### src/rtl/ex_mem_if.sv
// EX->MEM stage bundle: EX-side inputs, MEM-side outputs,
// branch redirect and overflow-exception signalling.
interface ex_mem_if #(
  parameter int DW    = 32,
  parameter int RW    = 5,
  parameter int CNT_W = 16
) ();
  logic          stall;
  logic          flush;
  logic          ex_valid;
  logic [DW-1:0] ex_alu_res;
  logic          ex_zero;
  logic          ex_overflow;
  logic          ex_ovf_trap;
  logic          ex_beq;
  logic          ex_bne;
  logic [DW-1:0] ex_br_target;
  logic [DW-1:0] ex_pc;
  logic [DW-1:0] ex_rt_data;
  logic [RW-1:0] ex_wreg;
  logic          ex_reg_write;
  logic          ex_mem_read;
  logic          ex_mem_write;
  logic          exc_ack;

  logic             mem_valid;
  logic [DW-1:0]    mem_alu_res;
  logic [DW-1:0]    mem_rt_data;
  logic [RW-1:0]    mem_wreg;
  logic             mem_reg_write;
  logic             mem_mem_read;
  logic             mem_mem_write;
  logic             br_taken;
  logic [DW-1:0]    br_target;
  logic             exc_req;
  logic [DW-1:0]    epc;
  logic             flush_up;
  logic [CNT_W-1:0] ovf_count;

  modport master (
    output stall, flush, ex_valid, ex_alu_res, ex_zero,
    output ex_overflow, ex_ovf_trap, ex_beq, ex_bne,
    output ex_br_target, ex_pc, ex_rt_data, ex_wreg,
    output ex_reg_write, ex_mem_read, ex_mem_write, exc_ack,
    input  mem_valid, mem_alu_res, mem_rt_data, mem_wreg,
    input  mem_reg_write, mem_mem_read, mem_mem_write,
    input  br_taken, br_target, exc_req, epc, flush_up,
    input  ovf_count
  );

  modport slave (
    input  stall, flush, ex_valid, ex_alu_res, ex_zero,
    input  ex_overflow, ex_ovf_trap, ex_beq, ex_bne,
    input  ex_br_target, ex_pc, ex_rt_data, ex_wreg,
    input  ex_reg_write, ex_mem_read, ex_mem_write, exc_ack,
    output mem_valid, mem_alu_res, mem_rt_data, mem_wreg,
    output mem_reg_write, mem_mem_read, mem_mem_write,
    output br_taken, br_target, exc_req, epc, flush_up,
    output ovf_count
  );
endinterface

### src/rtl/ex_mem_stage.sv
// EX->MEM pipeline register with branch resolve and a
// RUN/TRAP overflow-exception FSM.
module ex_mem_stage #(
  parameter int DW    = 32,
  parameter int RW    = 5,
  parameter int CNT_W = 16
) (
  input logic     clk,
  input logic     rst,
  ex_mem_if.slave bus
);

  typedef enum logic {RUN, TRAP} state_t;

  state_t state, state_nxt;
  logic   take, trap, taken;
  logic   rw_q, mr_q, mw_q;

  always_comb begin
    take = bus.ex_valid & ~bus.stall & ~bus.flush
         & (state == RUN);
    trap = take & bus.ex_ovf_trap & bus.ex_overflow;
    taken = (bus.ex_beq & bus.ex_zero)
          | (bus.ex_bne & ~bus.ex_zero);
    state_nxt = state;
    case (state)
      RUN:     if (trap) state_nxt = TRAP;
      TRAP:    if (bus.exc_ack) state_nxt = RUN;
      default: state_nxt = RUN;
    endcase
  end

  always_ff @(posedge clk) begin
    if (rst) state <= RUN;
    else     state <= state_nxt;
  end

  always_ff @(posedge clk) begin
    if (rst) begin
      bus.mem_valid   <= 1'b0;
      bus.mem_alu_res <= DW'(0);
      bus.mem_rt_data <= DW'(0);
      bus.mem_wreg    <= RW'(0);
      rw_q            <= 1'b0;
      mr_q            <= 1'b0;
      mw_q            <= 1'b0;
      bus.br_taken    <= 1'b0;
      bus.br_target   <= DW'(0);
      bus.epc         <= DW'(0);
      bus.ovf_count   <= CNT_W'(0);
    end else begin
      // a trapping instruction never redirects fetch
      bus.br_taken <= take & ~trap & taken;
      if (take) bus.br_target <= bus.ex_br_target;
      if (state == TRAP || bus.flush) begin
        bus.mem_valid <= 1'b0;
      end else if (!bus.stall) begin
        if (trap) begin
          bus.mem_valid <= 1'b0;
          bus.epc       <= bus.ex_pc;
          if (~&bus.ovf_count)
            bus.ovf_count <= bus.ovf_count + CNT_W'(1);
        end else if (take) begin
          bus.mem_valid   <= 1'b1;
          bus.mem_alu_res <= bus.ex_alu_res;
          bus.mem_rt_data <= bus.ex_rt_data;
          bus.mem_wreg    <= bus.ex_wreg;
          rw_q            <= bus.ex_reg_write;
          mr_q            <= bus.ex_mem_read;
          mw_q            <= bus.ex_mem_write;
        end else begin
          bus.mem_valid <= 1'b0;
        end
      end
    end
  end

  assign bus.mem_reg_write = bus.mem_valid & rw_q;
  assign bus.mem_mem_read  = bus.mem_valid & mr_q;
  assign bus.mem_mem_write = bus.mem_valid & mw_q;
  assign bus.exc_req       = (state == TRAP);
  assign bus.flush_up      = (state == TRAP);

endmodule
### src/flat_wrapper.sv
// flat-port wrapper written by rule: the top's interface ports become plain ports
module ex_mem_stage_flat 
#(
  parameter int DW    = 32,
  parameter int RW    = 5,
  parameter int CNT_W = 16
)
  (clk, rst, bus_stall, bus_flush, bus_ex_valid, bus_ex_alu_res, bus_ex_zero, bus_ex_overflow, bus_ex_ovf_trap, bus_ex_beq, bus_ex_bne, bus_ex_br_target, bus_ex_pc, bus_ex_rt_data, bus_ex_wreg, bus_ex_reg_write, bus_ex_mem_read, bus_ex_mem_write, bus_exc_ack, bus_mem_valid, bus_mem_alu_res, bus_mem_rt_data, bus_mem_wreg, bus_mem_reg_write, bus_mem_mem_read, bus_mem_mem_write, bus_br_taken, bus_br_target, bus_exc_req, bus_epc, bus_flush_up, bus_ovf_count);
  ex_mem_if #(.DW(DW), .RW(RW), .CNT_W(CNT_W)) bus_i ();
  input logic clk;
  input logic rst;
  input wire logic [$bits(bus_i.stall)-1:0] bus_stall;
  input wire logic [$bits(bus_i.flush)-1:0] bus_flush;
  input wire logic [$bits(bus_i.ex_valid)-1:0] bus_ex_valid;
  input wire logic [$bits(bus_i.ex_alu_res)-1:0] bus_ex_alu_res;
  input wire logic [$bits(bus_i.ex_zero)-1:0] bus_ex_zero;
  input wire logic [$bits(bus_i.ex_overflow)-1:0] bus_ex_overflow;
  input wire logic [$bits(bus_i.ex_ovf_trap)-1:0] bus_ex_ovf_trap;
  input wire logic [$bits(bus_i.ex_beq)-1:0] bus_ex_beq;
  input wire logic [$bits(bus_i.ex_bne)-1:0] bus_ex_bne;
  input wire logic [$bits(bus_i.ex_br_target)-1:0] bus_ex_br_target;
  input wire logic [$bits(bus_i.ex_pc)-1:0] bus_ex_pc;
  input wire logic [$bits(bus_i.ex_rt_data)-1:0] bus_ex_rt_data;
  input wire logic [$bits(bus_i.ex_wreg)-1:0] bus_ex_wreg;
  input wire logic [$bits(bus_i.ex_reg_write)-1:0] bus_ex_reg_write;
  input wire logic [$bits(bus_i.ex_mem_read)-1:0] bus_ex_mem_read;
  input wire logic [$bits(bus_i.ex_mem_write)-1:0] bus_ex_mem_write;
  input wire logic [$bits(bus_i.exc_ack)-1:0] bus_exc_ack;
  output wire logic [$bits(bus_i.mem_valid)-1:0] bus_mem_valid;
  output wire logic [$bits(bus_i.mem_alu_res)-1:0] bus_mem_alu_res;
  output wire logic [$bits(bus_i.mem_rt_data)-1:0] bus_mem_rt_data;
  output wire logic [$bits(bus_i.mem_wreg)-1:0] bus_mem_wreg;
  output wire logic [$bits(bus_i.mem_reg_write)-1:0] bus_mem_reg_write;
  output wire logic [$bits(bus_i.mem_mem_read)-1:0] bus_mem_mem_read;
  output wire logic [$bits(bus_i.mem_mem_write)-1:0] bus_mem_mem_write;
  output wire logic [$bits(bus_i.br_taken)-1:0] bus_br_taken;
  output wire logic [$bits(bus_i.br_target)-1:0] bus_br_target;
  output wire logic [$bits(bus_i.exc_req)-1:0] bus_exc_req;
  output wire logic [$bits(bus_i.epc)-1:0] bus_epc;
  output wire logic [$bits(bus_i.flush_up)-1:0] bus_flush_up;
  output wire logic [$bits(bus_i.ovf_count)-1:0] bus_ovf_count;
  assign bus_i.stall = bus_stall;
  assign bus_i.flush = bus_flush;
  assign bus_i.ex_valid = bus_ex_valid;
  assign bus_i.ex_alu_res = bus_ex_alu_res;
  assign bus_i.ex_zero = bus_ex_zero;
  assign bus_i.ex_overflow = bus_ex_overflow;
  assign bus_i.ex_ovf_trap = bus_ex_ovf_trap;
  assign bus_i.ex_beq = bus_ex_beq;
  assign bus_i.ex_bne = bus_ex_bne;
  assign bus_i.ex_br_target = bus_ex_br_target;
  assign bus_i.ex_pc = bus_ex_pc;
  assign bus_i.ex_rt_data = bus_ex_rt_data;
  assign bus_i.ex_wreg = bus_ex_wreg;
  assign bus_i.ex_reg_write = bus_ex_reg_write;
  assign bus_i.ex_mem_read = bus_ex_mem_read;
  assign bus_i.ex_mem_write = bus_ex_mem_write;
  assign bus_i.exc_ack = bus_exc_ack;
  assign bus_mem_valid = bus_i.mem_valid;
  assign bus_mem_alu_res = bus_i.mem_alu_res;
  assign bus_mem_rt_data = bus_i.mem_rt_data;
  assign bus_mem_wreg = bus_i.mem_wreg;
  assign bus_mem_reg_write = bus_i.mem_reg_write;
  assign bus_mem_mem_read = bus_i.mem_mem_read;
  assign bus_mem_mem_write = bus_i.mem_mem_write;
  assign bus_br_taken = bus_i.br_taken;
  assign bus_br_target = bus_i.br_target;
  assign bus_exc_req = bus_i.exc_req;
  assign bus_epc = bus_i.epc;
  assign bus_flush_up = bus_i.flush_up;
  assign bus_ovf_count = bus_i.ovf_count;
  ex_mem_stage #(.DW(DW), .RW(RW), .CNT_W(CNT_W)) u_core (.clk(clk), .rst(rst), .bus(bus_i));
endmodule
### config.mk
export PLATFORM = sky130hd
export DESIGN_NAME = ex_mem_stage_flat
export DESIGN_NICKNAME = d
export VERILOG_FILES = /design/src/rtl/ex_mem_if.sv /design/src/rtl/ex_mem_stage.sv /design/src/flat_wrapper.sv
export SDC_FILE = /design/constraint.sdc
export NUM_CORES = 1
export LEC_CHECK = 0
export CAP_MARGIN = 20
export CORE_ASPECT_RATIO = 2
export CORE_MARGIN = 2
export CORE_UTILIZATION = 43
export CTS_CLUSTER_DIAMETER = 30
export DETAILED_ROUTE_END_ITERATION = 8
export DONT_BUFFER_PORTS = 1
export SLEW_MARGIN = 20
export SYNTH_ARGS = -nofsm -noshare
export SYNTH_HDL_FRONTEND = slang
export SYNTH_SLANG_ARGS = --single-unit
### constraint.sdc
create_clock -name clk -period 3.6 [get_ports clk]
set_input_delay 1.08 -clock clk [delete_from_list [all_inputs] [get_ports clk]]
set_output_delay 1.08 -clock clk [all_outputs]
set_load 0.03 [all_outputs]
==> flow_summary_export.csv, run 1 <==
group,metric,value,unit
run_status,status,"completed",
sta,post-route-min-period,2.61,ns
synthesis,avgSynthCellArea,7.96,sq um
global_route,grt_usage,0.206,
power_and_ir_drop,p_total,3840,uW
routing,first_iter_violations,216,
floorplan,core_area,12900,sq um
floorplan,start_util,0.438,
sta,tns,0,ns
synthesis,synth_ff_type,"dfxtp_1",
min_path,min_path_type,"flop to flop",
sta,max_freq,383,MHz
clocking,cts_tree,"built",
final_layout,multi_input_area,2370,sq um
synthesis,synth-edff-count,0,
placed_design,place_congestion,0.847,
synthesis,synth.distinct_cells,36,
critical_path,crit_fanout,11,
critical_path,critical_path_required,3.90,ns
power_and_ir_drop,power.density,602,nW/um^2
floorplan,die_h,166,microns
routing,dr.pass1.iters,5,
flow_run,maxCapViolations,0,
routing,vias,4770,
routing,routed_wl,15300,microns
final_layout,areaGrowthSynthToFinish,12.5,%
floorplan,pin_count,303,
clocking,hold_buffers,0,
synthesis,syn-num-nets,859,
global_route,antenna_found_initial,1,
synthesis,synth.cell_area,5660,sq um
final_layout,drive_gt1_frac,0.0768,
sta,worst_slack,0.987,ns
placed_design,postPlaceCellArea,5740,sq um
sta,hold_viol,0,
sta,fin_crit_sh,0.726,
routing,via_per_inst,5.57,
clocking,htree_levels,4,
final_layout,fin_nets,838,
synthesis,async_reset_ff_frac,0,
critical_path,critPathLaunchType,"input port",
power_and_ir_drop,vdd_drop_max,0.435,mV
critical_path,cp.arrival,2.91,ns
critical_path,crit_type,"input port to flop",
synthesis,syn_inst,711,
critical_path,cp_slowest_cell,"or4b_1",
critical_path,cp-end-kind,"flop",
sta,grt_setup_unrepaired,"false",
sta,setup_viol,0,
routing,wl_per_cell,17.9,microns
sta,slew_headroom,0.508,
clocking,cts_root_buf,"clkbuf_16",
global_route,grt_max_degree,164,
sta,clock_skew,0.00725,ns
synthesis,ys_seq_area_frac,0.548,
clocking,clk_pin_slew,0.06,ns
power_and_ir_drop,p_leak,0.00212,uW
placed_design,hpwl,10700,microns
clocking,cts_buffers,17,
critical_path,cpPeakStageDelay,0.62,ns
final_layout,register_area,3100,sq um
final_layout,fin_util,0.493,
global_route,overflow,0,
sta,drv_slew,0,
placed_design,portBuffers,0,
clocking,clockBufferDepth,2,
final_layout,fillers,1290,
floorplan,die-area,14200,sq um
floorplan,rows,59,
sta,worstMarginPinSlew,0.738,ns
floorplan,die_w,85.1,microns
clocking,clk_latency,0.41,ns
global_route,grt_pass1_vias,4716,
routing,post-route-drc-count,0,
synthesis,yosys_warnings,0,
clocking,post_cts_buffers,0,
clocking,cts.sinks,155,
final_layout,stdcell_area,6370,sq um
placed_design,dp_slack,0.542,ns
global_route,grt_pass1_wl,23300,microns
critical_path,crit_path_cell_trace,"or4b_1 > buf_4 > or3_4 > a211oi_2 > mux2_2",
synthesis,yosys_register_bits,155,
clocking,cts_resized,0,
routing,antenna_left,0,
==> synthesized netlist by cell type, types with 4 or more instances <==
master / instances / area, sq um
nor3_1: 8 / 40.0
a21oi_1: 142 / 711
a31oi_1: 4 / 25.0
nand3_1: 7 / 35.0
clkbuf_1: 33 / 124
nand4_1: 4 / 25.0
buf_2: 11 / 55.1
mux2_2: 7 / 78.8
nor2b_1: 7 / 43.8
nor2_1: 15 / 56.3
dfxtp_1: 155 / 3100
nand2_1: 278 / 1040
==> worst max-delay path: cells and delay by family <==
family	cells	cell delay, ns
multiplexers	1	0.35
AND/OR/NAND/NOR	2	1.04
buffers and inverters	1	0.23
AO/OA/AOI/OAI	1	0.21
==> logic make-up (layout without fill, tap and decap cells) <==
logic type | count (synthesis) | in the layout | synth area share
simple gates | 338 | 338 | 0.246
compound gates | 158 | 158 | 0.149
flops | 155 | 155 | 0.548
buf+inv | 50 | 42 | 0.0369
mux | 9 | 9 | 0.0175
fa+ha+maj | 1 | 1 | 0.00221
other cells | 0 | 1 | 0
==> flip-flops by register name (all words and copies together), names as in the netlist <==
| name | cells |
|---|---|
| u_core.bus.epc | 32 |
| u_core.bus.mem_valid | 1 |
| u_core.bus.br_taken | 1 |
| u_core.bus.ovf_count | 16 |
| u_core.bus.br_target | 32 |
| u_core.mr_q | 1 |
| u_core.rw_q | 1 |
| u_core.bus.mem_rt_data | 32 |
| u_core.bus.exc_req | 1 |
| u_core.bus.mem_wreg | 5 |
| u_core.bus.mem_alu_res | 32 |
| u_core.mw_q | 1 |
==> final cells by class <==
cell class / count / share of cell area
Tap cell: 152 / 0.0299
Sequential cell: 155 / 0.487
Multi-Input combinational cell: 506 / 0.372
Timing Repair Buffer: 8 / 0.0114
Clock inverter: 14 / 0.0291
Antenna cell: 1 / 0.000393
Inverter: 2 / 0.00118
Clock buffer: 18 / 0.0689
==> layout by cell type (no fill, tap or decap), types with 3 or more instances in the layout <==
cell and instances:
a21oi_1 142, nor3_1 8, nor2b_1 7, nand4_1 4, bufinv_16 3, a311oi_1 3
and3_1 3, a31oi_1 4, dfxtp_1 155, and2_1 3, nand3_1 7, clkinv_4 3
inv_6 3, nand2b_1 3, mux2_2 7, nand2_1 277, clkbuf_16 17, buf_4 7
nor2_1 14, a211oi_1 3
==> path summary, 6_finish.rpt <==
check	cells after the start	from	slack, ns	to
max	5	bus_stall	0.99	u_core.bus.ovf_count[8]
min	2	u_core.mr_q	0.46	u_core.mr_q
max reg2reg	4	u_core.bus.ovf_count[3]	1.37	u_core.bus.ovf_count[0]
min reg2reg	2	u_core.mr_q	0.46	u_core.mr_q
==> where the power goes <==
part           internal, uW  switching (uW)
Combinational          35.4            57.1
Clock                  1130             753
Sequential             1760             106
Total                  2920             917
==> metrics by stage <==
stage | hold slack (ns) | cells
4_1_cts | 0.455 | 855
6_report | 0.458 | 856
5_1_grt | 0.493 | 856
3_5_place_dp | 0.447 | 823
3_3_place_gp | 0.434 | 823
2_1_floorplan | 0.432 | 711
==> layer usage <==
layer / GRT usage / vias to the layer above / routed length, microns
met5: 0 / - / 0
met4: 0.112 / 0 / 566
met1: 0.199 / 2189 / 5200
met2: 0.363 / 239 / 8060
met3: 0.0825 / 42 / 1480
li1: - / 2300 / -
No activity file was read; power rests on OpenSTA's default activity.
==> run 2, diff against run 1 <==
Settings changed: ABC_AREA from default to 1.
Clock period 3.6 ns to 2.3 ns, I/O delays scaled along.
==> run 2 against run 1 <==
  * First-iteration DRC count is 23% lower
  * Worst hold slack got worse by 0.12 ns
  * Synthesized area up 6.5%
  * Clock power rose by 54%
  * Die area rose by 6.3%
  * Setup slack worse by 0.78 ns
  * Flip-flop and latch count unchanged
  * Core utilization shrank 0.56 points
  * Critical endpoint is now bus_mem_reg_write
  * Critical path type is now flop to output pin
  * Wire length is 4.1% higher
  * Final cell count up 11%
==> flow_summary_export.csv, run 2 <==
group,metric,value,unit
critical_path,crit_type,"flop to output pin",
final_layout,fin_util,0.488,
routing,first_iter_violations,167,
synthesis,synth.mux.area_fraction,0.00166,
synthesis,avgSynthCellArea,7.87,sq um
floorplan,pin_count,303,
sta,drv_slew,0,
synthesis,async_reset_ff_frac,0,
sta,worstMarginPinSlew,0.607,ns
min_path,hold_start,"rst",
synthesis,synth_top_area_share,0.515,
clocking,htree_levels,4,
floorplan,core_area,13800,sq um
floorplan,rows,61,
critical_path,r2r_cells,7,
placed_design,place_congestion,0.854,
sta,whs,0.335,ns
synthesis,synth.distinct_cells,30,
routing,via_per_inst,5.33,
critical_path,r2r_end,"u_core.bus.ovf_count[1]",
power_and_ir_drop,p_seq_frac,0.486,
placed_design,hpwl,11300,microns
critical_path,r2r-start,"u_core.bus.ovf_count[4]",
placed_design,portBuffers,0,
floorplan,start_util,0.436,
routing,post-route-drc-count,0,
clocking,cts_buffers,17,
routing,dr.pass1.iters,4,
clocking,clockBufferDepth,2,
final_layout,areaGrowthSynthToFinish,11.7,%
sta,slew_headroom,0.595,
synthesis,synth_ff_type,"dfxtp_1",
global_route,overflow,0,
global_route,antenna_found_initial,0,
routing,vias,5067,
synthesis,yosys_warnings,0,
clocking,cts_root_buf,"clkbuf_16",
min_path,min_to,"u_core.bus.ovf_count[11]",
routing,wl_per_cell,16.8,microns
routing,routed_wl,15900,microns
synthesis,synthSimpleGateAreaFrac,0.278,
synthesis,synth.cell_area,6030,sq um
sta,grt_setup_unrepaired,"false",
global_route,grt_max_degree,113,
min_path,holdPathStages,1,
power_and_ir_drop,vdd_drop_max,0.505,mV
synthesis,synth_top_family_by_area,"simple AND/OR/NAND/NOR gates",
final_layout,layout_commonest_cell,"nand2_1",
synthesis,yosysMostFrequentCell,"nand2_1",
critical_path,critPathLaunchType,"flop",
power_and_ir_drop,comb_power_share,0.036,
power_and_ir_drop,p_int,4720,uW
run_status,status,"completed",
power_and_ir_drop,switching_power,1360,uW
global_route,grt_pass1_vias,4503,
sta,clock_skew,0.00846,ns
clocking,cts_tree,"built",
power_and_ir_drop,power.density,902,nW/um^2
sta,fin_crit_sh,0.911,
sta,tns,0,ns
sta,hold_viol,0,
power_and_ir_drop,p_leak,0.00244,uW
clocking,post_cts_buffers,0,
sta,post-route-min-period,2.10,ns
critical_path,cp.arrival,1.41,ns
final_layout,final_cell_mix,"178 x nand2_1, 155 x dfxtp_1, 113 x a21oi_1",
synthesis,synthXorXnorAreaFrac,0.00436,
final_layout,num_antenna_cells,0,
flow_run,maxCapViolations,0,
final_layout,drive_gt1_frac,0.101,
clocking,cts.sinks,155,
global_route,grt_usage,0.197,
global_route,grt_pass1_wl,23000,microns
clocking,clk_pin_slew,0.06,ns
critical_path,cp-end-kind,"output pin",
clocking,hold_buffers,0,
sta,max_freq,477,MHz
synthesis,ys_seq_area_frac,0.515,
synthesis,yosys-top-cells-count,"180 x nand2_1, 155 x dfxtp_1, 113 x a21oi_1",
routing,antenna_left,0,
synthesis,synthTopCellsByArea,"dfxtp_1 51%, nand2_1 11%, a21oi_1 9.4%",
sta,setup_viol,0,
floorplan,die_w,87.7,microns
power_and_ir_drop,p_clk_frac,0.477,
synthesis,yosysTopAreaCell,"dfxtp_1",
critical_path,rrSetupSlack,0.67,ns
synthesis,yosys_register_bits,155,
min_path,min_path_type,"input port to flop",
critical_path,critical_path_required,1.61,ns
synthesis,synth-edff-count,0,
critical_path,crit_fanout,5,
floorplan,die_h,171,microns
final_layout,fillers,1340,
clocking,cts_resized,0,
synthesis,synth-adder-area-share,0.00208,
floorplan,die-area,15000,sq um
synthesis,synth_compound_area_frac,0.129,
synthesis,syn-num-nets,914,
power_and_ir_drop,switching_share,0.224,
final_layout,fin_nets,900,
synthesis,syn_inst,766,
clocking,clk_latency,0.41,ns
run 2: cells by family after synthesis:
| group | after synthesis |
|---|---|
| AND/OR/NAND/NOR | 376 |
| flip-flops | 155 |
| AO/OA/AOI/OAI | 152 |
| buffers and inverters | 78 |
| XOR/XNOR | 3 |
| multiplexers | 1 |
| adder cells (fa/ha/maj) | 1 |
run 2: per-layer routing:
layer  up-vias  wire (microns)  global-route usage
li1       2474               -                   -
met3        33            1070              0.0667
met2       207            8820               0.354
met5         -               0                   0
met1      2353            5570               0.197
met4         0             480              0.0990
run 2: layout make-up:
class	instances	area [sq um]	share of cell area
tap	189	236	0.0351
sequential	155	3100	0.461
clock inverter	8	143	0.0212
inverter	24	90.1	0.0134
multi-input combinational	533	2510	0.373
clock buffer	21	470	0.0698
timing repair buffer	21	183	0.0271
run 2: worst max path at each step:
stage                                 start                      end  slack [ns]  cells after the start
finish                 u_core.bus.mem_valid        bus_mem_reg_write        0.20                      2
detailed placement          bus_ex_overflow  u_core.bus.ovf_count[9]        0.32                      7
floorplan           u_core.bus.ovf_count[1]  u_core.bus.ovf_count[3]        0.65                      8
global route           u_core.bus.mem_valid        bus_mem_reg_write         0.1                      2
global placement            bus_ex_overflow  u_core.bus.ovf_count[9]        0.33                      7
CTS                    u_core.bus.mem_valid         bus_mem_mem_read        0.16                      2
run 2: power groups by stage:
stage / logic, uW / registers (uW) / clock network (uW)
detailed placement: 223 / 3020 / 0
floorplan: 217 / 3000 / 0
CTS: 224 / 2960 / 2970
global placement: 213 / 3010 / 0
finish: 221 / 2960 / 2900
global route: 253 / 2960 / 3090
run 2: critical path, cell delays in order (launching register included):
cell and delay [ns]:
dfxtp_1 0.63, nand2_1 0.11, inv_1 0.26
run 2: per-stage QoR:
step                      setup WS (ns)  area, sq um  total power (uW)  instances
after floorplan                   0.648         6030              3220        766
after global placement            0.332         6120              3230        922
after detailed placement          0.318         6120              3240        922
after CTS                         0.163         6740              6150        951
after global routing             0.0970         6740              6300        951
final                             0.205         6740              6080        951
